File: src/rtl/mem_io_ctrl.sv
// mem_io_ctrl: single-outstanding CPU load/store router between a memory
// port with fixed read latency and a small set of handshaked IO channels.
// Addresses 0xFFFFFC00-0xFFFFFFFF are IO; channel = cpu_addr[4 +: CW].
// Optional build macro MEM_IO_CTRL_IO_TIMEOUT_EN: IO waits for io_ready of
// the selected channel, bounded by TO_CYC cycles. Without it IO accesses
// complete after a single IO cycle and io_ready is not looked at.
module mem_io_ctrl #(
   parameter int DATA_W  = 32,
   parameter int IO_W    = 24,
   parameter int N_CH    = 4,
   parameter int MEM_LAT = 2,
   parameter int TO_CYC  = 255
) (
   input  logic                 clock,
   input  logic                 reset,
   input  logic                 cpu_rd,
   input  logic                 cpu_wr,
   input  logic [31:0]          cpu_addr,
   input  logic [DATA_W-1:0]    cpu_wdata,
   output logic [DATA_W-1:0]    cpu_rdata,
   output logic                 cpu_stall,
   output logic                 mem_en,
   output logic                 mem_we,
   output logic [31:0]          mem_addr,
   output logic [DATA_W-1:0]    mem_wdata,
   input  logic [DATA_W-1:0]    mem_rdata,
   output logic [N_CH-1:0]      io_sel,
   output logic                 io_rd,
   output logic                 io_wr,
   output logic [IO_W-1:0]      io_wdata,
   input  logic [N_CH*IO_W-1:0] io_rdata,
   input  logic [N_CH-1:0]      io_ready,
   output logic                 io_err
);

   localparam int CW = (N_CH > 1) ? $clog2(N_CH) : 1;
   // One extra bit so N_CH itself (e.g. 16 with CW=4) is representable.
   localparam logic [CW:0] NCH_L = (CW+1)'(N_CH);

   typedef enum logic [1:0] {IDLE, MEM, IO, DONE} state_t;

   state_t              state, state_nx;
   logic                write_q;     // captured direction (rd&wr counts as write)
   logic                first_q;     // first cycle after accept
   logic [2:0]          lat_cnt;     // memory read latency down-counter
   logic                req;
   logic                req_io;
   logic [CW-1:0]       req_ch;
   logic                req_ok;
   logic [CW-1:0]       ch;
   logic [N_CH-1:0]     sel_oh;
   logic [IO_W-1:0]     io_slice;
   logic                ch_ready;
   logic                rd_load;
   logic [DATA_W-1:0]   rd_val;
   logic                err_set;
`ifdef MEM_IO_CTRL_IO_TIMEOUT_EN
   logic [15:0]         to_cnt;      // IO cycles already spent waiting
`else
   logic                unused_ok;
   assign unused_ok = ^{io_ready, ch_ready};
`endif

   assign req      = cpu_rd | cpu_wr;
   assign req_io   = (cpu_addr[31:10] == 22'h3FFFFF);
   assign req_ch   = cpu_addr[4 +: CW];
   assign req_ok   = ({1'b0, req_ch} < NCH_L);
   // The active channel comes from the captured address.
   assign ch       = mem_addr[4 +: CW];
   assign io_wdata = mem_wdata[IO_W-1:0];

   // Channel demux: one-hot select plus the selected read slice and ready.
   always_comb begin
      sel_oh   = '0;
      io_slice = '0;
      ch_ready = 1'b0;
      for (int k = 0; k < N_CH; k++) begin
         if (ch == CW'(k)) begin
            sel_oh[k] = 1'b1;
            io_slice  = io_rdata[k*IO_W +: IO_W];
            ch_ready  = io_ready[k];
         end
      end
   end

   // Strobes and stall derive from state so reset clears them at once.
   always_comb begin
      cpu_stall = ((state == IDLE) && req) || (state == MEM) || (state == IO);
      mem_en    = (state == MEM) && first_q;
      mem_we    = (state == MEM) && first_q && write_q;
      io_sel    = (state == IO) ? sel_oh : '0;
      io_rd     = (state == IO) && !write_q;
      io_wr     = (state == IO) && write_q;
   end

   // Next state plus completion actions (read-data load, error set).
   always_comb begin
      state_nx = state;
      rd_load  = 1'b0;
      rd_val   = '0;
      err_set  = 1'b0;
      case (state)
         IDLE: begin
            if (req) begin
               if (!req_io) begin
                  state_nx = MEM;
               end else if (req_ok) begin
                  state_nx = IO;
               end else begin
                  // Nonexistent channel: no strobe, straight to DONE.
                  state_nx = DONE;
                  err_set  = 1'b1;
                  rd_load  = !cpu_wr;
               end
            end
         end
         MEM: begin
            if (write_q) begin
               state_nx = DONE;
            end else if (lat_cnt == 3'd1) begin
               // Counter reaches 0 on this edge: data is valid now.
               state_nx = DONE;
               rd_load  = 1'b1;
               rd_val   = mem_rdata;
            end
         end
         IO: begin
`ifdef MEM_IO_CTRL_IO_TIMEOUT_EN
            // Ready is checked first so it wins over the timeout cycle.
            if (ch_ready) begin
               state_nx = DONE;
               rd_load  = !write_q;
               rd_val   = DATA_W'(io_slice);
            end else if (to_cnt == 16'(TO_CYC - 1)) begin
               state_nx = DONE;
               err_set  = 1'b1;
               rd_load  = !write_q;
            end
`else
            state_nx = DONE;
            rd_load  = !write_q;
            rd_val   = DATA_W'(io_slice);
`endif
         end
         default: state_nx = IDLE;   // DONE: held requests are ignored
      endcase
   end

   // State register.
   always_ff @(posedge clock or posedge reset) begin
      if (reset) state <= IDLE;
      else       state <= state_nx;
   end

   // Request capture, counters, load result and sticky error.
   always_ff @(posedge clock or posedge reset) begin
      if (reset) begin
         mem_addr  <= '0;
         mem_wdata <= '0;
         write_q   <= 1'b0;
         first_q   <= 1'b0;
         lat_cnt   <= '0;
         cpu_rdata <= '0;
         io_err    <= 1'b0;
`ifdef MEM_IO_CTRL_IO_TIMEOUT_EN
         to_cnt    <= '0;
`endif
      end else begin
         if ((state == IDLE) && req) begin
            mem_addr  <= cpu_addr;
            mem_wdata <= cpu_wdata;
            write_q   <= cpu_wr;
            first_q   <= 1'b1;
            lat_cnt   <= 3'(MEM_LAT);
`ifdef MEM_IO_CTRL_IO_TIMEOUT_EN
            to_cnt    <= '0;
`endif
         end else begin
            first_q <= 1'b0;
            if ((state == MEM) && (lat_cnt != 3'd0))
               lat_cnt <= lat_cnt - 3'd1;
`ifdef MEM_IO_CTRL_IO_TIMEOUT_EN
            if (state == IO)
               to_cnt <= to_cnt + 16'd1;
`endif
         end
         if (rd_load) cpu_rdata <= rd_val;
         if (err_set) io_err    <= 1'b1;
      end
   end

endmodule

File: config.mk
export PLATFORM = sky130hd
export DESIGN_NAME = mem_io_ctrl
export DESIGN_NICKNAME = d
export VERILOG_FILES = /design/src/rtl/mem_io_ctrl.sv
export SDC_FILE = /design/constraint.sdc
export NUM_CORES = 1
export LEC_CHECK = 0
export BUFFER_PORTS_ARGS = -buffer_cell sky130_fd_sc_hd__buf_2
export CORE_AREA = 3 3 128 130
export DETAILED_ROUTE_END_ITERATION = 7
export DIE_AREA = 0 0 131 133
export GPL_ROUTABILITY_DRIVEN = 0
export GPL_TIMING_DRIVEN = 0
export PLACE_DENSITY_LB_ADDON = 0.1
export SYNTH_ARGS = -nofsm -noshare
export SYNTH_HDL_FRONTEND = slang
export SYNTH_SLANG_ARGS = --single-unit
File: constraint.sdc
create_clock -name clock -period 6.2 [get_ports clock]
set_input_delay 0.62 -clock clock [delete_from_list [all_inputs] [get_ports clock]]
set_output_delay 0.62 -clock clock [all_outputs]
set_load 0.03 [all_outputs]
==> impl_metrics.sql <==
INSERT INTO impl_metrics (metric_group, metric, value, unit) VALUES
('grt', 'largest_net_degree_at_the_start_of_global_routing', '72', ''),
('grt', 'total_congestion_overflow_after_global_routing', '0', ''),
('logic_synthesis', 'synth-warning-count', '0', ''),
('timing', 'clock_skew', '9.76', 'ps'),
('grt', 'grt_first_pass_wirelength', '26100', 'um'),
('logic_synthesis', 'synth_xor_xnor_area_share', '0.00172', ''),
('setup_path', 'capturing_element_type_of_the_critical_path', 'output port', ''),
('logic_synthesis', 'yosysTopAreaCellShare', '0.505', ''),
('logic_synthesis', 'netlist_area', '5100', 'sq um'),
('timing', 'min_period_over_period', '0.482', ''),
('drt', 'routed_wirelength', '17500', 'um'),
('setup_path', 'worstRegToRegCells', '6', ''),
('drt', 'drtAntennaViolNets', '0', ''),
('finish', 'area_delta_synth_final', '43.6', '%'),
('clock_network', 'path_clk_slew', '70', 'ps'),
('clock_network', 'tritoncts', 'yes', ''),
('place', 'port-buffer-count', '324', ''),
('timing', 'unrepaired_setup_endpoints_after_global_routing', 'false', ''),
('timing', 'finalSetupTns', '0', 'ps'),
('logic_synthesis', 'synth_enable_flop_cells', '0', ''),
('floorplanning', 'floorplan.die_area', '17400', 'sq um'),
('pwr', 'static-leakage-power', '4.10', 'nW'),
('drt', 'post_drt_via_cell_ratio', '4.66', ''),
('timing', 'max_freq', '335', 'MHz'),
('clock_network', 'clock-sinks', '103', ''),
('outcome', 'run_status', 'completed', ''),
('logic_synthesis', 'synth_compound_gate_area_share', '0.101', ''),
('timing', 'worstMarginPinSlew', '558', 'ps'),
('logic_synthesis', 'synthAdderAreaFrac', '0.0172', ''),
('timing', 'finalHoldViolations', '0', ''),
('floorplanning', 'floorplan.die.height', '133', 'um'),
('setup_path', 'critPathLaunchType', 'flop', ''),
('floorplanning', 'floorplan.initialDensity', '0.334', ''),
('clock_network', 'cts_made_buffers', '9', ''),
('setup_path', 'worstPathMaxFanout', '10', ''),
('logic_synthesis', 'synth.distinct_cells', '40', ''),
('finish', 'post_route_cells_drive_above_1_share', '0.462', ''),
('clock_network', 'worstSkewPairLatency', '350', 'ps'),
('logic_synthesis', 'ys_ff_latch', '103', ''),
('logic_synthesis', 'synth_area_leader_cell', 'dfrtp_1', ''),
('logic_synthesis', 'post_synth_mux_area_share', '0.0814', ''),
('drt', 'drt_first_iter_violations', '292', ''),
('drt', 'avgRoutedWirePerCell', '16.1', 'um'),
('setup_path', 'reg2reg_from', 'state[0]', ''),
('pwr', 'report.power.total', '4.05', 'mW'),
('floorplanning', 'dieWidth', '131', 'um'),
('grt', 'grt_pass1_vias', '5169', ''),
('setup_path', 'required', '5580', 'ps'),
('floorplanning', 'floorplan.rows', '45', ''),
('clock_network', 'post_cts_resize_count', '0', ''),
('grt', 'groute.usage.overall', '0.191', ''),
('setup_path', 'worst-setup-path-type', 'flop to output port', ''),
('logic_synthesis', 'synth_most_common_cell', 'nand2_1', ''),
('clock_network', 'post_cts_buffers', '0', ''),
('logic_synthesis', 'avgSynthCellArea', '9.49', 'sq um'),
('finish', 'antenna_cells', '0', ''),
('min_path', 'type_of_the_worst_min_delay_path', 'input port to async pin', ''),
('timing', 'period_needed', '2990', 'ps'),
('floorplanning', 'boundaryPins', '330', ''),
('drt', 'drtPass1Iterations', '4', ''),
('pwr', 'maximum_vdd_drop', '0.271', 'mV'),
('logic_synthesis', 'yosys.area_share.simple', '0.207', ''),
('logic_synthesis', 'synth_top_family_by_area', 'simple AND/OR/NAND/NOR gates', ''),
('drt', 'drc_errors', '0', ''),
('clock_network', 'hold_buffers', '0', ''),
('clock_network', 'htree_levels', '3', ''),
('timing', 'finalSetupViolations', '0', ''),
('clock_network', 'cts-root-to-sink-buffers', '2', ''),
('logic_synthesis', 'asyncSetResetFlopFracSynth', '1.00', ''),
('logic_synthesis', 'synthTopCellsByArea', 'dfrtp_1, nand2_1, mux4_2', ''),
('pwr', 'powerDensity', '552', 'nW/um^2');
## logic make-up after synthesis
| logic type | after synthesis |
|---|---|
| AOI/OAI and AO/OA | 76 |
| xor gates and xnor gates | 1 |
| adders and majority gates | 7 |
| buffers and inverters | 70 |
| DFF | 103 |
| muxes | 24 |
| other | 1 |
| and+or+nand+nor | 256 |
## cell type report
| cell class | count | area [sq um] | share of cell area |
|---|---|---|---|
| Sequential cell | 103 | 2580 | 0.352 |
| Multi-Input combinational cell | 365 | 2090 | 0.285 |
| Timing Repair Buffer | 325 | 1650 | 0.225 |
| Buffer | 61 | 402 | 0.0548 |
| Tap cell | 211 | 264 | 0.0360 |
| Clock buffer | 12 | 256 | 0.0350 |
| Clock inverter | 4 | 51.3 | 0.00700 |
| Inverter | 9 | 36.3 | 0.00495 |
## worst max-delay path: stages (launching register included)
cell and delay (ps):
dfrtp_1 430, inv_1 100, ha_1 240, clkbuf_1 390
clkbuf_1 390, nor3b_1 250, buf_2 230
## placed cells by master (no fill, tap or decap), types with 2 or more instances in the layout
master,instances
clkbuf_1,13
and2_1,2
clkbuf_16,9
nand4_1,5
dfrtp_1,103
a22oi_1,14
buf_6,7
o21ai_0,26
a222oi_1,10
nor2_1,6
and3_1,2
nand3b_1,10
buf_4,27
mux4_2,14
mux2i_1,10
buf_2,338
inv_1,7
a22o_1,8
nand2_1,221
ha_1,7
nor3b_1,2
clkbuf_8,2
o21ai_1,10
nand2b_1,2
## power breakdown
| part | leakage (nW) | internal [mW] | switching (mW) |
|---|---|---|---|
| combinational | 2.65 | 0.789 | 1.53 |
| sequential | 1.31 | 0.963 | 0.179 |
| clock | 0.149 | 0.336 | 0.249 |
| total | 4.10 | 2.09 | 1.96 |
## through the flow
stage | utilization | instances | hold WS, ps | cell area (sq um) | worst slack, ps
2_1_floorplan | - | 538 | 479 | 5100 | 2880
5_1_grt | 0.480 | 1090 | 308 | 7330 | 2900
3_3_place_gp | 0.458 | 1073 | 455 | 6990 | 1640
4_1_cts | 0.480 | 1090 | 289 | 7330 | 3150
3_5_place_dp | 0.460 | 1074 | 458 | 7020 | 3540
6_report | 0.480 | 1090 | 288 | 7330 | 3210
## per-layer routing
metal,global-route usage,share of wire,vias up
met5,0,0.00063,-
met4,0.0549,0.017,2
met3,0.0565,0.092,21
met2,0.342,0.51,215
met1,0.215,0.38,2395
li1,-,-,2450
## worst max path at each step
| stage | cells after the start | slack, ps | end | startpoint |
|---|---|---|---|---|
| 2_1_floorplan | 1 | 2880 | cpu_rdata[0] | reset |
| 3_3_place_gp | 2 | 1640 | mem_wdata[19] | reset |
| 3_5_place_dp | 6 | 3540 | io_sel[0] | state[0] |
| 4_1_cts | 6 | 3150 | io_sel[0] | state[0] |
| 5_1_grt | 6 | 2900 | io_sel[0] | state[0] |
| 6_report | 6 | 3210 | io_sel[0] | state[0] |
## registers in the layout, indices dropped and copies added, names as in the netlist
signal / flops
lat_cnt: 3
mem_addr: 32
mem_wdata: 32
state: 2
first_q: 1
write_q: 1
cpu_rdata: 32
No activity file was read; power rests on OpenSTA's default activity.
